[src/rtl/pwm_fader.sv]
// pwm_fader: multi-channel PWM with a shared prescaler and duty updates only at period boundaries.
// Define PWM_FADER_RAMP_EN to fade each duty toward its target by at most RAMP_STEP per period.
module pwm_fader #(
    parameter int CHANNELS      = 4,
    parameter int BITS          = 10,
    parameter int MAX_VALUE     = 1000,
    parameter int PRESCALE      = 250,
    parameter int PRESCALE_BITS = 8,
    parameter int RAMP_STEP     = 4
) (
    input  logic                     clock,
    input  logic                     reset_n,
    input  logic                     enable,
    input  logic                     load,
    input  logic [CHANNELS*BITS-1:0] target,
    output logic [CHANNELS-1:0]      out,
    output logic [CHANNELS*BITS-1:0] duty,
    output logic [CHANNELS-1:0]      settled,
    output logic                     period_start
);

`ifdef PWM_FADER_RAMP_EN
    localparam int STEP_LIMIT = RAMP_STEP;
`else
    // Without fading every boundary jumps straight to the shadow: a step at least the full range.
    localparam int STEP_LIMIT = (RAMP_STEP > MAX_VALUE) ? RAMP_STEP : MAX_VALUE;
`endif
    localparam int STEP_SAT = (STEP_LIMIT < MAX_VALUE) ? STEP_LIMIT : MAX_VALUE;

    localparam logic [PRESCALE_BITS-1:0] PRESC_LAST = PRESCALE_BITS'(PRESCALE - 1);
    localparam logic [PRESCALE_BITS-1:0] PRESC_ONE  = PRESCALE_BITS'(1);
    localparam logic [BITS-1:0]          COUNT_LAST = BITS'(MAX_VALUE - 1);
    localparam logic [BITS-1:0]          COUNT_ONE  = BITS'(1);
    localparam logic [BITS-1:0]          MAX_DUTY   = BITS'(MAX_VALUE);
    localparam logic [BITS:0]            STEP_W     = (BITS + 1)'(STEP_SAT);

    logic [PRESCALE_BITS-1:0] r_presc;
    logic [BITS-1:0]          r_count;
    logic                     r_run;
    logic                     r_periodStart;
    logic [CHANNELS-1:0]      r_out;
    logic [BITS-1:0]          r_duty   [CHANNELS];
    logic [BITS-1:0]          r_shadow [CHANNELS];

    logic w_tick;
    logic w_boundary;

    function automatic logic [BITS-1:0] clampTarget(input logic [BITS-1:0] t);
        return (t > MAX_DUTY) ? MAX_DUTY : t;
    endfunction

    function automatic logic [BITS-1:0] stepToward(input logic [BITS-1:0] cur,
                                                   input logic [BITS-1:0] goal);
        logic [BITS:0] curW;
        logic [BITS:0] goalW;
        logic [BITS:0] nextW;
        curW  = {1'b0, cur};
        goalW = {1'b0, goal};
        nextW = curW;
        if (goalW > curW) begin
            nextW = ((curW + STEP_W) < goalW) ? (curW + STEP_W) : goalW;
        end else if (curW > goalW) begin
            nextW = (curW > (goalW + STEP_W)) ? (curW - STEP_W) : goalW;
        end
        return BITS'(nextW);
    endfunction

    assign w_tick     = enable && r_run && (r_presc == PRESC_LAST);
    assign w_boundary = w_tick && (r_count == COUNT_LAST);

    // Counters sit at zero for the first enabled cycle, which is the cycle that announces the new period.
    always_ff @(posedge clock or negedge reset_n) begin
        if (!reset_n) begin
            r_presc       <= '0;
            r_count       <= '0;
            r_run         <= 1'b0;
            r_periodStart <= 1'b0;
        end else if (!enable) begin
            r_presc       <= '0;
            r_count       <= '0;
            r_run         <= 1'b0;
            r_periodStart <= 1'b0;
        end else begin
            r_run         <= 1'b1;
            r_periodStart <= w_boundary || !r_run;
            if (w_tick) begin
                r_presc <= '0;
                r_count <= w_boundary ? '0 : (r_count + COUNT_ONE);
            end else if (r_run) begin
                r_presc <= r_presc + PRESC_ONE;
            end
        end
    end

    // A load in the boundary cycle lands in the shadow after the boundary has already sampled it.
    always_ff @(posedge clock or negedge reset_n) begin
        if (!reset_n) begin
            r_out <= '0;
            for (int i = 0; i < CHANNELS; i++) begin
                r_duty[i]   <= '0;
                r_shadow[i] <= '0;
            end
        end else begin
            for (int i = 0; i < CHANNELS; i++) begin
                if (load) begin
                    r_shadow[i] <= clampTarget(target[i*BITS +: BITS]);
                end
                if (w_boundary) begin
                    r_duty[i] <= stepToward(r_duty[i], r_shadow[i]);
                end
                r_out[i] <= enable && r_run && (r_count < r_duty[i]);
            end
        end
    end

    for (genvar g = 0; g < CHANNELS; g++) begin : g_chan
        assign duty[g*BITS +: BITS] = r_duty[g];
        assign settled[g]           = (r_duty[g] == r_shadow[g]);
    end

    assign out          = r_out;
    assign period_start = r_periodStart;

endmodule

[config.mk]
export PLATFORM = sky130hd
export DESIGN_NAME = pwm_fader
export DESIGN_NICKNAME = d
export VERILOG_FILES = /design/src/rtl/pwm_fader.sv
export SDC_FILE = /design/constraint.sdc
export NUM_CORES = 1
export LEC_CHECK = 0
export ABC_AREA = 1
export BUFFER_PORTS_ARGS = -buffer_cell sky130_fd_sc_hd__buf_2
export CAP_MARGIN = 20
export CORE_UTILIZATION = 55
export DETAILED_ROUTE_END_ITERATION = 8
export GPL_TIMING_DRIVEN = 0
export PLACE_DENSITY_LB_ADDON = 0.1
export SLEW_MARGIN = 0
export SYNTH_ARGS = -nofsm -noshare
export SYNTH_HDL_FRONTEND = slang
export SYNTH_SLANG_ARGS = --single-unit
[constraint.sdc]
create_clock -name clock -period 6.2 [get_ports clock]
set_input_delay 1.55 -clock clock [delete_from_list [all_inputs] [get_ports clock]]
set_output_delay 1.55 -clock clock [all_outputs]
set_load 0.02 [all_outputs]
==> results of run 1 <==
worst max path at each step:
stage,startpoint,endpoint,slack [ns]
3_3_place_gp,reset_n,r_shadow[26],2.32
6_report,duty[23],settled[2],2.17
3_5_place_dp,duty[23],settled[2],2.57
5_1_grt,duty[23],settled[2],2.03
2_1_floorplan,duty[3],settled[0],2.73
4_1_cts,duty[23],settled[2],2.17
layout make-up:
cell class                 instances  area, um2
buffer                            13       65.1
clock buffer                       9        225
clock inverter                     7       78.8
fill                            1646       6420
inverter                         180        686
multi-input combinational       1081       6610
sequential                       104       2600
tap                              225        282
timing repair buffer              93        505
worst max-delay path, cell delays in order, from the launching register on:
cell,delay [ns]
dfrtp_1,0.54
inv_1,0.18
ha_1,0.41
nor2_1,0.20
nor4b_2,0.52
buf_2,0.27
cells in the mapped netlist, drive strengths merged (4+ instances only):
library cell    n
nand2         357
inv           175
ha            147
nand3         131
nor2          129
dfrtp         104
o21ai          78
a21oi          64
xor2           59
nor3           31
nand4          24
a21o            9
clkbuf          9
o21a            8
o211ai          6
clkinv          5
xnor2           5
a21boi          4
buf             4
o2111ai         4
o31ai           4
flip-flops by register name (all words and copies together), names as in the netlist:
register,flops
r_run,1
period_start,1
duty,40
r_presc,8
r_count,10
r_shadow,40
out,4
through the flow:
step	util (%)	cell area, um2	cells
final	63.3	11100	1712
after global routing	63.3	11100	1712
after CTS	63.3	11100	1712
after detailed placement	61.5	10800	1696
after global placement	61.2	10700	1694
after floorplan	-	9960	1378
layout by cell type (no fill, tap or decap), types with 7 or more instances in the layout:
cell and count:
nor2_1 112, o21a_1 8, o21ai_0 65, ha_1 147, nor2_2 9, nand4_1 22, a21oi_1 60, clkbuf_16 9
o21ai_1 12, nand2_1 342, nor3_1 28, a21o_1 9, nand2_2 13, nor2_4 7, nand3_1 119, inv_2 8
nand3_2 9, xor2_1 59, dfrtp_1 104, clkbuf_1 9, inv_1 165, buf_2 91
layer usage:
metal	vias to the layer above	routed length [um]	GRT usage [%]
li1	4775	-	-
met1	4349	12800	40.8
met3	35	1100	2.63
met5	-	0	0
met2	220	12500	49.4
met4	0	681	11.0
power by group through the flow:
stage                     clock (mW)  combinational (mW)  sequential, mW
after floorplan                    0               0.272           0.747
after global placement             0               0.374           0.754
after detailed placement           0               0.388           0.754
after CTS                      0.625               0.390           0.742
after global routing           0.650               0.446           0.746
final                          0.616               0.392           0.742
kinds of logic after synthesis:
kind of cell / count (synthesis) / share of synthesized area [%]
buffers and inverters: 193 / 7.53
AO/OA/AOI/OAI: 186 / 10.8
flip-flops: 104 / 26.1
adder cells (fa/ha/maj): 147 / 18.5
XOR/XNOR: 64 / 5.63
AND/OR/NAND/NOR: 684 / 31.5
==> flow_summary.toml, run 1 <==
[status]
status = "finished clean"

[die]
die_x_um = 137
start_util_pct = 57.0
core-area_um2 = 17500
die_y_um = 137
io_pins = 93
rows = 48
die-area_um2 = 18700

[clock_tree]
clock_sinks = 104
numCtsBuffers = 9
cts_setup_buffers = 0
hold_buffers = 0
cts_tree = "yes"
clk_pin_slew_ns = 0.08
ctsResizeCount = 0
clk_latency_ns = 0.37
ctsRootBufferMaster = "clkbuf_16"
h-tree-depth = 3
cts_buffer_depth = 2

[power]
leakage_nw = 5.89
pwr-share-clk_pct = 35.2
seq_power_share_pct = 42.4
power_switching_mw = 0.584
internal_power_mw = 1.17
p_comb_share_pct = 22.4
power_mw = 1.75
switching_share_pct = 33.4
powerDensity_nw_per_um2 = 158
vdd_drop_max_mv = 0.140

[finish]
drive_above_1_share_pct = 12.2
antenna_cells = 0
final_nets = 1673
area_delta_synth_final_pct = 10.9

[sta]
fin_crit_sh_pct = 65.0
rsz0062_at_grt = "no"
holdWs_ns = 0.508
fin_setup_tns_ns = 0
max_freq_mhz = 248
relSlewSlack_pct = 44.4
finalCriticalPeriod_ns = 4.03
finalHoldViolCount = 0
slew_viol_final = 0
worstMarginPinSlew_ns = 0.834
setup_viol = 0
skew_ns = 0.00808
fin_ws_ns = 2.17

[global_routing]
grt_max_degree = 68
first_global_vias = 8581
grt_use_total_pct = 30.0
overflow = 0
grt_first_pass_wirelength_um = 43200
antenna_found_initial = 0

[setup_path]
r2r_start = "r_shadow[33]"
r2r_slack_ns = 3.28
critPathLaunchType = "flip-flop"
critPathKind = "reg2out"
critPathRequiredTime_ns = 4.65
worst_ep_arrival_time_ns = 2.48
r2r_end = "duty[9]"
cp_max_fo = 8
cp-end-kind = "primary output"
reg2reg_depth = 14

[logic_synthesis]
syn-num-nets = 1569
yosys_warnings = 0
netlist_instances = 1378
synthTopCellsByArea = "dfrtp_1 (26%), ha_1 (18%), nand2_1 (13%)"
postSynthAreaPerCell_um2 = 7.23
synth_top_area_cell = "dfrtp_1"
synth.distinct_cells = 52
syn_area_um2 = 9960
ys.flop_type = "dfrtp_1"
synth_top_area_share_pct = 26.1
ys_seq_area_share_pct = 26.1
synth_edf_count = 0
synth-seq-cells = 104
synthArstFlopShare_pct = 100

[route]
drt-wirelength-per-cell_um = 15.8
final_antenna_net_count = 0
drt_pass1_iterations = 5
drcViolationCount = 0
vias = 9379
drt-initial-drc-count = 594
vias_per_cell = 5.48
routed_wl_um = 27100

[worst_hold_path]
hp-start = "r_shadow[11]"
hold_depth = 2
hp-class = "reg2reg"
hold_end = "duty[21]"

[placed_design]
port_buffers = 91
dpl.hpwl_um = 21000
globalplace.congestion = 0.947
pre_cts_slack_ns = 2.57

[flow_run]
drv_cap = 0
(Power assumes the default switching activity.)
==> inputs of run 2 (changes only) <==
- ABC_AREA: 1 -> 0
- clock period: 6.2 -> 4.06 ns (I/O delays scaled with it)
==> run 2 against run 1 <==
  * Via count down 13%
  * Power up 47%
  * Synthesized area down 11%
  * Clock power up 52%
  * Clock-buffer cell count up 3
  * First-iteration DRC count down 21%
==> flow_summary.toml, run 2 <==
[logic_synthesis]
synth_top_area_share_pct = 29.2
yosys_warnings = 0
ys.flop_type = "dfrtp_1"
syn-num-nets = 1222
syn_area_um2 = 8900
ys_seq_area_share_pct = 29.2
synthTopCellsByCount = "ha_1 (147), inv_1 (105), dfrtp_1 (104)"
synth.distinct_cells = 70
yosysMostFrequentCell = "ha_1"
postSynthAreaPerCell_um2 = 8.63
synth_top_area_cell = "dfrtp_1"
synth-seq-cells = 104
netlist_instances = 1031
synth_edf_count = 0
synthTopCellsByArea = "dfrtp_1 (29%), ha_1 (21%), inv_1 (4.4%)"
synthArstFlopShare_pct = 100

[route]
drcViolationCount = 0
final_antenna_net_count = 0
vias_per_cell = 6.03
drt-wirelength-per-cell_um = 17.9
routed_wl_um = 24300
drt-initial-drc-count = 468
drt_pass1_iterations = 4
vias = 8170

[sta]
skew_ns = 0.00861
fin_ws_ns = 0.625
fin_setup_tns_ns = 0
fin_crit_sh_pct = 84.6
relSlewSlack_pct = 44.1
setup_viol = 0
finalHoldViolCount = 0
max_freq_mhz = 291
worstMarginPinSlew_ns = 0.828
slew_viol_final = 0
rsz0062_at_grt = "no"
holdWs_ns = 0.526
finalCriticalPeriod_ns = 3.44

[global_routing]
met2_usage_pct = 50.1
met1_usage_pct = 41.3
antenna_found_initial = 0
first_global_vias = 7792
grt_use_total_pct = 30.7
overflow = 0
grt_max_degree = 59
grt_first_pass_wirelength_um = 39700
busiest_layer = "met2"
met3_usage_pct = 4.54

[finish]
final_common_cell = "ha_1"
area_delta_synth_final_pct = 12.0
antenna_cells = 0
mostFrequentLayoutCells = "ha_1 (147), inv_1 (105), dfrtp_1 (104), buf_2 (96), o21ai_0 (75)"
layout.cells.non_filler = 1356
final_nets = 1326
drive_above_1_share_pct = 12.0

[worst_hold_path]
hp-class = "reg2reg"
hp-start = "r_shadow[21]"

[clock_tree]
h-tree-depth = 3
cts_tree = "yes"
numCtsBuffers = 9
cts_buffer_depth = 2
ctsResizeCount = 0
hold_buffers = 0
cts_setup_buffers = 0
clock_sinks = 104
ctsRootBufferMaster = "clkbuf_16"
clk_pin_slew_ns = 0.07
clk_latency_ns = 0.36

[setup_path]
crit_path_end = "duty[21]"
critPathLaunchType = "flip-flop"
crit_chain = "clkbuf_1 -> a21oi_1 -> and3_1 -> xnor2_1 -> ha_1 -> a21o_1 -> a2111oi_0 -> nand2_1 -> a211oi_2 -> inv_2 -> nand3_1 -> mux2i_1"
critPathKind = "reg2reg"
reg2reg_depth = 12
r2r_end = "duty[21]"
cp_slowest_cell = "a211oi_2"
crit_start = "duty[25]"
cp_top_family = "compound AO/OA/AOI/OAI gates"
r2r_slack_ns = 0.62
crit_path_max_incr_delay_ns = 0.48
r2r_start = "duty[25]"
crit_buf_inv = 2
worst_ep_arrival_time_ns = 3.72
cp.depth = 12
cp_max_fo = 8
critPathRequiredTime_ns = 4.34
cp-end-kind = "flip-flop"

[status]
status = "finished clean"

[power]
vdd_drop_max_mv = 0.233
powerDensity_nw_per_um2 = 257
leakage_nw = 4.93
power_mw = 2.57

[placed_design]
place_inst = 1340
port_buffers = 92
globalplace.congestion = 0.911
pre_cts_slack_ns = 0.574
dpl.hpwl_um = 18100

[die]
io_pins = 93
die_x_um = 129
rows = 46
die-area_um2 = 16700
die_y_um = 129
core-area_um2 = 15800
start_util_pct = 56.2

[flow_run]
drv_cap = 0
==> run 2: report_power, final <==
group | internal [mW] | switching, mW
sequential | 1.08 | 0.0474
clock | 0.514 | 0.420
combinational | 0.201 | 0.306
total | 1.79 | 0.773
==> run 2: cell type report <==
| class | instances | area [um2] |
|---|---|---|
| plain buffers | 18 | 81.3 |
| clock buffers | 12 | 256 |
| clock inverters | 4 | 51.3 |
| fillers | 1414 | 5860 |
| inverters | 110 | 413 |
| multi-input cells | 799 | 5810 |
| flip-flops and latches | 104 | 2600 |
| well taps | 216 | 270 |
| repair buffers | 93 | 490 |
==> run 2: how the worst min path moves through the flow <==
| stage | cells after the start | endpoint | slack, ns |
|---|---|---|---|
| floorplan | 2 | duty[11] | 0.48 |
| CTS | 2 | duty[11] | 0.53 |
| global placement | 2 | duty[11] | 0.51 |
| finish | 2 | duty[11] | 0.53 |
| global route | 2 | duty[12] | 0.56 |
| detailed placement | 2 | duty[11] | 0.52 |
==> run 2: per-stage QoR <==
stage	util, %	instance area [um2]
finish	63.0	9970
global route	63.0	9970
CTS	63.0	9970
detailed placement	61.1	9660
global placement	60.9	9630
floorplan	-	8900
==> run 2: worst reg2reg max path, cell delays in order, from the launching register on <==
cell and delay, ns:
dfrtp_1 0.46, clkbuf_1 0.35, a21oi_1 0.12, and3_1 0.24
xnor2_1 0.16, ha_1 0.26, a21o_1 0.18, a2111oi_0 0.42
nand2_1 0.12, a211oi_2 0.48, inv_2 0.12, nand3_1 0.22
mux2i_1 0.22
==> run 2: logic make-up after synthesis <==
| logic type | Yosys count | synth area share [%] |
|---|---|---|
| fa+ha+maj | 147 | 20.7 |
| mux | 11 | 1.25 |
| buf+inv | 128 | 5.55 |
| flops | 104 | 29.2 |
| compound gates | 296 | 21.7 |
| simple gates | 295 | 16.7 |
| xor+xnor | 50 | 4.92 |
==> run 2: layer usage <==
metal	vias to the layer above	share of wire [%]	wire [um]
met1	3891	47	11300
li1	3982	-	-
met3	43	5.1	1240
met2	254	45	11000
met5	-	0	0
met4	0	2.9	693
==> inputs of run 3 (changes only) <==
- clock period: 4.06 -> 3.2 ns (I/O delays scaled with it)
==> run 3 against run 2 <==
  * Clock power up 27%
  * Routed wire length up 1.5%
  * Sequential cell count unchanged
  * Clock-buffer cell count unchanged
  * Clock skew about the same
  * Sequential power up 28%
  * Combinational power up 30%
  * Final cell count up 0.74%
  * Critical path depth down 7
  * Largest power group unchanged
==> flow_summary.toml, run 3 (synthesized netlist as in run 2, its figures left out) <==
[status]
status = "finished clean"

[sta]
worstMarginPinSlew_ns = 0.742
finalHoldViolCount = 0
relSlewSlack_pct = 50.5
slew_viol_final = 0
finalCriticalPeriod_ns = 3.05
setup_viol = 0
fin_setup_tns_ns = 0
max_freq_mhz = 327
skew_ns = 0.00822
fin_crit_sh_pct = 95.4

[placed_design]
dpl.hpwl_um = 18100
port_buffers = 92
globalplace.congestion = 0.911
place_area_um2 = 9660

[worst_hold_path]
hp-class = "in2async"

[die]
start_util_pct = 56.2
core-area_um2 = 15800
die-area_um2 = 16700
io_pins = 93
rows = 46
die_y_um = 129
die_x_um = 129

[global_routing]
grt_use_total_pct = 30.8
first_global_vias = 7838
antenna_found_initial = 0
grt_first_pass_wirelength_um = 39800
grt_max_degree = 59
overflow = 0

[clock_tree]
clk_latency_ns = 0.36
clk_pin_slew_ns = 0.07
numCtsBuffers = 9
ctsRootBufferMaster = "clkbuf_16"
cts_tree = "yes"
h-tree-depth = 3
cts_buffer_depth = 2
clock_sinks = 104

[route]
routed_wl_um = 24600
vias = 8275
drt-initial-drc-count = 447
drt-wirelength-per-cell_um = 18.0
drt_pass1_iterations = 5
drcViolationCount = 0
vias_per_cell = 6.06
final_antenna_net_count = 0

[setup_path]
crit_start = "duty[13]"
r2r_start = "r_shadow[35]"
critPathKind = "reg2out"
cp_max_fo = 8
cp-end-kind = "primary output"
crit_path_end = "settled[1]"
reg2reg_depth = 12
r2r_end = "duty[5]"
critPathLaunchType = "flip-flop"
worst_ep_arrival_time_ns = 2.25
critPathRequiredTime_ns = 2.40
r2r_slack_ns = 0.16

[flow_run]
drv_cap = 0

[finish]
antenna_cells = 0
drive_above_1_share_pct = 14.9
area_delta_synth_final_pct = 14.1
fill_cells = 1395
design_area_um2 = 10200
multiInputGateArea_um2 = 5910
final_common_cell = "ha_1"
final_nets = 1336
mostFrequentLayoutCells = "ha_1 (147), inv_1 (105), dfrtp_1 (99), buf_2 (95), o21ai_0 (74)"
ff_latch_area_um2 = 2610

[power]
leakage_nw = 4.99
powerDensity_nw_per_um2 = 322
vdd_drop_max_mv = 0.294
power_mw = 3.28
-- run 3: cell count changes in the layout (fill, tap and decap cells not counted), sizes merged --
cell           delta
buf               +9
clkdlybuf4s15     +1
-- run 3: how the worst min path moves through the flow --
stage	cells after the start	start	to	slack (ns)
after global placement	2	r_shadow[21]	duty[11]	0.51
final	1	reset_n	duty[27]	0.46
after floorplan	2	r_shadow[21]	duty[11]	0.48
after detailed placement	2	r_shadow[21]	duty[11]	0.52
after global routing	1	reset_n	duty[27]	0.51
after CTS	1	reset_n	duty[27]	0.48
-- run 3: stage by stage --
step                setup WS (ns)  std cells  hold WS [ns]  util (%)
global placement           -0.152       1339         0.509      60.9
finish                      0.146       1366         0.462      64.2
detailed placement         -0.205       1340         0.521      61.1
floorplan                   0.213       1031         0.475         -
CTS                       -0.0257       1361         0.482      63.4
global route              -0.0201       1366         0.507      64.2
-- run 3: power by group --
part           switching [mW]  internal (mW)  total, mW
combinational           0.398          0.263      0.661
sequential             0.0626           1.37       1.43
clock                   0.533          0.653       1.19
total                   0.994           2.28       3.28
-- run 3: layout make-up --
type | instances | share of cell area (%)
well taps | 216 | 2.66
plain buffers | 18 | 0.837
flip-flops and latches | 104 | 25.7
repair buffers | 103 | 5.60
clock buffers | 12 | 2.52
multi-input cells | 799 | 58.1
inverters | 110 | 4.06
clock inverters | 4 | 0.505
-- run 3: metal layers --
layer | share of wire [%] | vias up | global-route usage (%)
met3 | 5.2 | 38 | 4.58
met4 | 2.3 | 0 | 11.3
met1 | 46 | 3980 | 41.3
met2 | 46 | 267 | 50.4
li1 | - | 3990 | -
met5 | 0 | - | 0
-- run 3: repair_timing --
action | 4_1_cts | 5_1_grt
gates resized for setup | 8 | 27
cloned | 0 | 1
hold buffers | 0 | 0
pin swaps | 1 | 4
setup endpoints to repair | 21 | 41
setup buffers | 5 | 4
-- run 3: critical path: stages, from the launching register on --
cell and delay [ns]:
dfrtp_1 0.52, inv_1 0.16, ha_1 0.36, nand3b_1 0.21, nor4_2 0.40, buf_2 0.24
